[src/rtl/tpu_nonlin_scheduler.sv]
// Round-robin scheduler sharing one LUT unit and one RSQRT unit between NUM_REQ requesters.
// Optional perf counters are built when TPU_NONLIN_SCHED_PERF_EN is defined.
module tpu_nonlin_scheduler #(
  parameter int unsigned NUM_REQ          = 4,
  parameter int unsigned DATA_WIDTH       = 16,
  parameter int unsigned LUT_MAX_INFLIGHT = 4,
  localparam int unsigned IdW             = (NUM_REQ > 1) ? $clog2(NUM_REQ) : 1
) (
  input  logic                      clk,
  input  logic                      rst,
  input  logic [NUM_REQ-1:0]        req_valid,
  output logic [NUM_REQ-1:0]        req_ready,
  input  logic [NUM_REQ*4-1:0]      req_op,
  input  logic [NUM_REQ*DATA_WIDTH-1:0] req_data,
  output logic                      rsp_valid,
  output logic [IdW-1:0]            rsp_id,
  output logic [DATA_WIDTH-1:0]     rsp_data,
  output logic                      rsp_special,
  output logic                      lut_enable,
  output logic                      lut_bypass,
  output logic                      lut_data_valid,
  output logic [2:0]                lut_func_select,
  output logic [DATA_WIDTH-1:0]     lut_data_in,
  input  logic                      lut_data_ready,
  input  logic                      lut_data_out_valid,
  input  logic [DATA_WIDTH-1:0]     lut_data_out,
  output logic                      rsqrt_enable,
  output logic                      rsqrt_data_valid,
  output logic [DATA_WIDTH-1:0]     rsqrt_data_in,
  input  logic                      rsqrt_data_ready,
  input  logic                      rsqrt_data_out_valid,
  input  logic                      rsqrt_special_case,
  input  logic [DATA_WIDTH-1:0]     rsqrt_data_out,
  output logic                      err_orphan,
  output logic [31:0]               grant_count,
  output logic [31:0]               stall_count
);

  localparam int unsigned PtrW = (LUT_MAX_INFLIGHT > 1) ? $clog2(LUT_MAX_INFLIGHT) : 1;
  localparam int unsigned CntW = $clog2(LUT_MAX_INFLIGHT + 1);

  typedef enum logic [1:0] {RIdle, RBusy, RHold} rsqrt_state_e;

  rsqrt_state_e          state_q, state_d;
  logic [IdW-1:0]        rr_ptr_q;
  logic [2:0]            cur_func_q;
  logic [IdW-1:0]        tag_mem [LUT_MAX_INFLIGHT];
  logic [PtrW-1:0]       wr_ptr_q, rd_ptr_q;
  logic [CntW-1:0]       lut_count_q;
  logic [IdW-1:0]        rsqrt_tag_q;
  logic [DATA_WIDTH-1:0] hold_data_q;
  logic                  hold_special_q;
  logic                  rsp_valid_q, rsp_special_q, err_orphan_q;
  logic [IdW-1:0]        rsp_id_q;
  logic [DATA_WIDTH-1:0] rsp_data_q;

  logic [NUM_REQ-1:0]    elig;
  logic [IdW-1:0]        cand, gnt_idx;
  logic                  gnt_any, lut_gnt, rsqrt_gnt, lut_pop, rsqrt_live;
  logic [3:0]            gnt_op;
  logic [DATA_WIDTH-1:0] gnt_data;

  // A func change is only accepted once the LUT pipeline has drained.
  always_comb begin
    elig = '0;
    for (int i = 0; i < NUM_REQ; i++) begin
      if (req_op[i*4+3]) begin
        elig[i] = req_valid[i] && (state_q == RIdle) && rsqrt_data_ready;
      end else begin
        elig[i] = req_valid[i] && lut_data_ready &&
                  (lut_count_q < CntW'(LUT_MAX_INFLIGHT)) &&
                  ((req_op[i*4 +: 3] == cur_func_q) || (lut_count_q == '0));
      end
    end
    if (rst) elig = '0;
  end

  always_comb begin
    gnt_any = 1'b0;
    gnt_idx = '0;
    cand    = '0;
    for (int k = 0; k < NUM_REQ; k++) begin
      cand = IdW'((32'(rr_ptr_q) + 32'(k)) % NUM_REQ);
      if (!gnt_any && elig[cand]) begin
        gnt_any = 1'b1;
        gnt_idx = cand;
      end
    end
  end

  assign gnt_op     = req_op[4*gnt_idx +: 4];
  assign gnt_data   = req_data[DATA_WIDTH*gnt_idx +: DATA_WIDTH];
  assign lut_gnt    = gnt_any && !gnt_op[3];
  assign rsqrt_gnt  = gnt_any && gnt_op[3];
  assign lut_pop    = lut_data_out_valid && (lut_count_q != '0);
  assign rsqrt_live = rsqrt_data_out_valid && (state_q == RBusy);

  assign req_ready        = gnt_any ? (NUM_REQ'(1) << gnt_idx) : '0;
  assign lut_data_valid   = lut_gnt;
  assign lut_data_in      = lut_gnt ? gnt_data : '0;
  assign lut_func_select  = lut_gnt ? gnt_op[2:0] : cur_func_q;
  assign lut_bypass       = lut_gnt && (gnt_op[2:0] == 3'b111);
  assign rsqrt_data_valid = rsqrt_gnt;
  assign rsqrt_data_in    = rsqrt_gnt ? gnt_data : '0;
  assign lut_enable       = !rst && ((lut_count_q != '0) || lut_gnt);
  assign rsqrt_enable     = !rst && ((state_q != RIdle) || rsqrt_gnt);

  always_comb begin
    state_d = state_q;
    unique case (state_q)
      RIdle:   if (rsqrt_gnt) state_d = RBusy;
      RBusy:   if (rsqrt_data_out_valid) state_d = lut_pop ? RHold : RIdle;
      RHold:   if (!lut_pop) state_d = RIdle;
      default: state_d = RIdle;
    endcase
  end

  always_ff @(posedge clk) begin
    if (lut_gnt) tag_mem[wr_ptr_q] <= gnt_idx;
  end

  always_ff @(posedge clk) begin
    if (rst) begin
      state_q        <= RIdle;
      rr_ptr_q       <= '0;
      cur_func_q     <= '0;
      wr_ptr_q       <= '0;
      rd_ptr_q       <= '0;
      lut_count_q    <= '0;
      rsqrt_tag_q    <= '0;
      hold_data_q    <= '0;
      hold_special_q <= 1'b0;
      rsp_valid_q    <= 1'b0;
      rsp_id_q       <= '0;
      rsp_data_q     <= '0;
      rsp_special_q  <= 1'b0;
      err_orphan_q   <= 1'b0;
    end else begin
      state_q <= state_d;
      if (gnt_any) rr_ptr_q <= (32'(gnt_idx) == NUM_REQ - 1) ? '0 : gnt_idx + 1'b1;
      if (lut_gnt) begin
        cur_func_q <= gnt_op[2:0];
        wr_ptr_q   <= (32'(wr_ptr_q) == LUT_MAX_INFLIGHT - 1) ? '0 : wr_ptr_q + 1'b1;
      end
      if (lut_pop) rd_ptr_q <= (32'(rd_ptr_q) == LUT_MAX_INFLIGHT - 1) ? '0 : rd_ptr_q + 1'b1;
      if (lut_gnt && !lut_pop) lut_count_q <= lut_count_q + 1'b1;
      else if (!lut_gnt && lut_pop) lut_count_q <= lut_count_q - 1'b1;
      if (rsqrt_gnt) rsqrt_tag_q <= gnt_idx;
      if (rsqrt_live && lut_pop) begin
        hold_data_q    <= rsqrt_data_out;
        hold_special_q <= rsqrt_special_case;
      end
      // LUT results have top priority; RSQRT results fall back to the hold register.
      if (lut_pop) begin
        rsp_valid_q   <= 1'b1;
        rsp_id_q      <= tag_mem[rd_ptr_q];
        rsp_data_q    <= lut_data_out;
        rsp_special_q <= 1'b0;
      end else if (rsqrt_live) begin
        rsp_valid_q   <= 1'b1;
        rsp_id_q      <= rsqrt_tag_q;
        rsp_data_q    <= rsqrt_data_out;
        rsp_special_q <= rsqrt_special_case;
      end else if (state_q == RHold) begin
        rsp_valid_q   <= 1'b1;
        rsp_id_q      <= rsqrt_tag_q;
        rsp_data_q    <= hold_data_q;
        rsp_special_q <= hold_special_q;
      end else begin
        rsp_valid_q   <= 1'b0;
      end
      if ((lut_data_out_valid && (lut_count_q == '0)) ||
          (rsqrt_data_out_valid && (state_q != RBusy))) begin
        err_orphan_q <= 1'b1;
      end
    end
  end

  assign rsp_valid   = rsp_valid_q;
  assign rsp_id      = rsp_id_q;
  assign rsp_data    = rsp_data_q;
  assign rsp_special = rsp_special_q;
  assign err_orphan  = err_orphan_q;

`ifdef TPU_NONLIN_SCHED_PERF_EN
  logic [31:0] grant_cnt_q, stall_cnt_q;

  always_ff @(posedge clk) begin
    if (rst) begin
      grant_cnt_q <= '0;
      stall_cnt_q <= '0;
    end else begin
      if (gnt_any) grant_cnt_q <= grant_cnt_q + 32'd1;
      if ((|req_valid) && !gnt_any) stall_cnt_q <= stall_cnt_q + 32'd1;
    end
  end

  assign grant_count = grant_cnt_q;
  assign stall_count = stall_cnt_q;
`else
  assign grant_count = '0;
  assign stall_count = '0;
`endif

endmodule

[config.mk]
export PLATFORM = sky130hd
export DESIGN_NAME = tpu_nonlin_scheduler
export DESIGN_NICKNAME = d
export VERILOG_FILES = /design/src/rtl/tpu_nonlin_scheduler.sv
export SDC_FILE = /design/constraint.sdc
export NUM_CORES = 1
export LEC_CHECK = 0
export BUFFER_PORTS_ARGS = -buffer_cell sky130_fd_sc_hd__buf_2
export CELL_PAD_IN_SITES_DETAIL_PLACEMENT = 2
export CELL_PAD_IN_SITES_GLOBAL_PLACEMENT = 2
export CORE_ASPECT_RATIO = 1.1
export CORE_UTILIZATION = 26
export CTS_CLUSTER_DIAMETER = 30
export DETAILED_ROUTE_END_ITERATION = 8
export GPL_TIMING_DRIVEN = 0
export PLACE_DENSITY_LB_ADDON = 0.08
export SLEW_MARGIN = 25
export SYNTH_ARGS = -nofsm -noshare
export SYNTH_HDL_FRONTEND = slang
export SYNTH_SLANG_ARGS = --single-unit
[constraint.sdc]
create_clock -name clk -period 5.7 [get_ports clk]
set_input_delay 1.14 -clock clk [delete_from_list [all_inputs] [get_ports clk]]
set_output_delay 1.14 -clock clk [all_outputs]
set_load 0.005 [all_outputs]
==> flow_summary.ini <==
[sta]
layout_setup_ws_ps = 770
finalHoldViolations = 0
max_slew_margin_pct = 45.9
max_slew.worst_pin.slew_ps = 812
max_freq_mhz = 203
rsz0062_at_grt = no
min_period_ps = 4930
fin_setup_tns_ps = 0
slew_viol_final = 0
finalCritPeriodShare_pct = 86.5
fin_skew_ps = 10.8
setup_viol = 0

[critical_path]
worstPathMaxFanout = 10
critPathLaunchType = input pin
crit_path_end_kind = output port
crit_type = input pin to output port
cp.arrival_ps = 3790
cp.required_ps = 4560

[grt]
gr-usage-all-layers_pct = 18.9
grt_first_pass_wirelength_mm = 27.0
grt_overflow = 0
grt_max_degree = 16
antenna_found_initial = 2
grt_pass1_vias = 5326

[cts]
cts_max_path_buffers = 2
h-tree-depth = 3
cts.sinks = 64
postCtsSetupRepairBufs = 0
path_clk_slew_ps = 50
worstSkewPairLatency_ps = 330
clock-root-buffer = clkbuf_16
tritoncts = yes
cts_resized = 0
postCtsHoldBufs = 0
cts-buffers-inserted = 9

[detailed_routing]
wl_met2_mm = 9.09
num_vias = 4772
viasPerCell = 4.54
drt_iter0_drc = 110
routed_wl_mm = 17.1
ant_nets = 0
top_layer = met5
drc = 0
route.met3.wl_mm = 1.02
wire_per_inst_um = 16.3
wl_met1_mm = 6.64
drt_pass1_iterations = 4

[placed_design]
place_inst = 1035
routabilityCongestion = 0.861
port_buffers = 186
hpwl_mm = 13.9
place_ws_ps = 775

[cells_and_area]
area_growth_pct = 38.4
fillerInstances = 2096
finish.utilization_pct = 37.2
layout.cells.most_common_list = buf_2 (195), nand2_1 (74), buf_4 (67), conb_1 (64), mux2i_1 (58)
layout-drive-gt1-share_pct = 39.5
layout.cells.non_filler = 1052
fin_nets = 946
final_common_cell = buf_2

[flow_run]
maxCapViolations = 0

[synthesis]
ys_ff_latch = 64
avgSynthCellArea_um2 = 8.42
yosys.area.top_type = dfxtp_1
synth_ff_type = dfxtp_1
synth_area_mm2 = 0.00465
ys_types = 62
yosysWarnings = 0
ys_seq_area_share_pct = 29.3
synthCells = 552
yosysTopAreaCellShare_pct = 24.1
async_flop_share_pct = 0
synth-edff-count = 8
ys_top_cells_by_area = dfxtp_1 (24%), mux2i_1 (12%), buf_4 (11%)

[power_and_ir_drop]
peakVddDrop_mv = 0.124
powerDensity_mw_per_mm2 = 335
leakage_nw = 3.13
power_mw = 2.15

[die]
ios = 252
rows = 50
die_area_mm2 = 0.0184
die_w_um = 129
die_h_um = 142
core_area_mm2 = 0.0173
initial_utilization_pct = 26.9

[status]
status = complete, no violations

[worst_hold_path]
hp-class = flip-flop to flip-flop
## worst max-delay path, cell delays in order
cell,delay (ps)
buf_2,110
xor2_1,160
o41ai_2,500
o21ai_1,190
o221ai_2,250
a21o_4,210
inv_6,60
nor4_2,380
nor2_1,90
buf_2,200
nor4_2,320
buf_2,160
## per-stage QoR
step                hold slack, ps  instance area [um^2]
CTS                            461                  6430
floorplan                      436                  4880
global route                   479                  6430
detailed placement             452                  6110
finish                         460                  6430
global placement               441                  6110
## layer usage
| layer | track usage, % | up-vias |
|---|---|---|
| met1 | 20.3 | 2295 |
| met3 | 4.74 | 26 |
| met2 | 35.9 | 152 |
| met5 | 0 | - |
| met4 | 5.51 | 2 |
| li1 | - | 2297 |
## sequential cells by signal (all words and copies together) (netlist names), named ones only
signal and flops:
rr_ptr_q 2, wr_ptr_q 2, rsp_valid 1, rsp_data 16, rsp_id 2, rsp_special 1, hold_special_q 1, lut_count_q 3
rd_ptr_q 2, state_q 2, cur_func_q 3, tag_mem 8, rsqrt_tag_q 2, hold_data_q 16, err_orphan 1
## area by class of cell
cell class                 instances  area [um^2]  area share, %
multi-input combinational        435         2800           43.5
sequential                        64         1360           21.2
timing repair buffer             186          931           14.5
buffer                            99          657           10.2
tap                              234          293           4.55
clock buffer                      11          243           3.78
clock inverter                     5         78.8           1.23
inverter                          17         68.8           1.07
antenna                            1         2.50         0.0389
## final timing paths
path                                     start             end  slack (ps)  cells past startpoint
worst min register to register  hold_data_q[7]  hold_data_q[7]         460                      2
worst max-delay path                 req_op[2]      lut_bypass         770                     12
worst min-delay path            hold_data_q[7]  hold_data_q[7]         460                      2
worst max register to register  lut_count_q[2]  lut_count_q[2]        1620                     17
## kinds of logic after synthesis
kind of cell | share of synthesized area [%]
adder cells (fa/ha/maj) | 3.12
AO/OA/AOI/OAI | 14.8
other | 0.0807
AND/OR/NAND/NOR | 16.4
multiplexers | 18.1
buffers and inverters | 15.6
XOR/XNOR | 2.64
flip-flops | 29.3
## cells in the mapped netlist (2+ instances only)
cell and count:
nand3_1 7, buf_2 9, mux2i_1 58, and2_1 4
mux4_2 2, buf_4 67, nor2_1 51, clkbuf_1 19
nand2_1 74, o41ai_2 2, buf_6 3, o21ai_1 7
inv_1 14, nand2b_1 2, nor4_2 4, nor2b_1 3
xor2_1 14, dfxtp_1 56, a211oi_1 2, ha_1 10
o21ai_0 5, nand4_1 3, o2111ai_1 2, edfxtp_1 8
o211ai_1 20, or2_2 2, and3_1 2, a21oi_1 44
nor3_1 5, or3_1 3, mux2_2 19
## report_power, final
| part | internal, mW | leakage [nW] | switching, mW |
|---|---|---|---|
| clock network | 0.395 | 0.160 | 0.205 |
| registers | 0.539 | 0.531 | 0.0550 |
| logic | 0.419 | 2.44 | 0.540 |
Note: power is estimated with default switching activity, not from simulation.
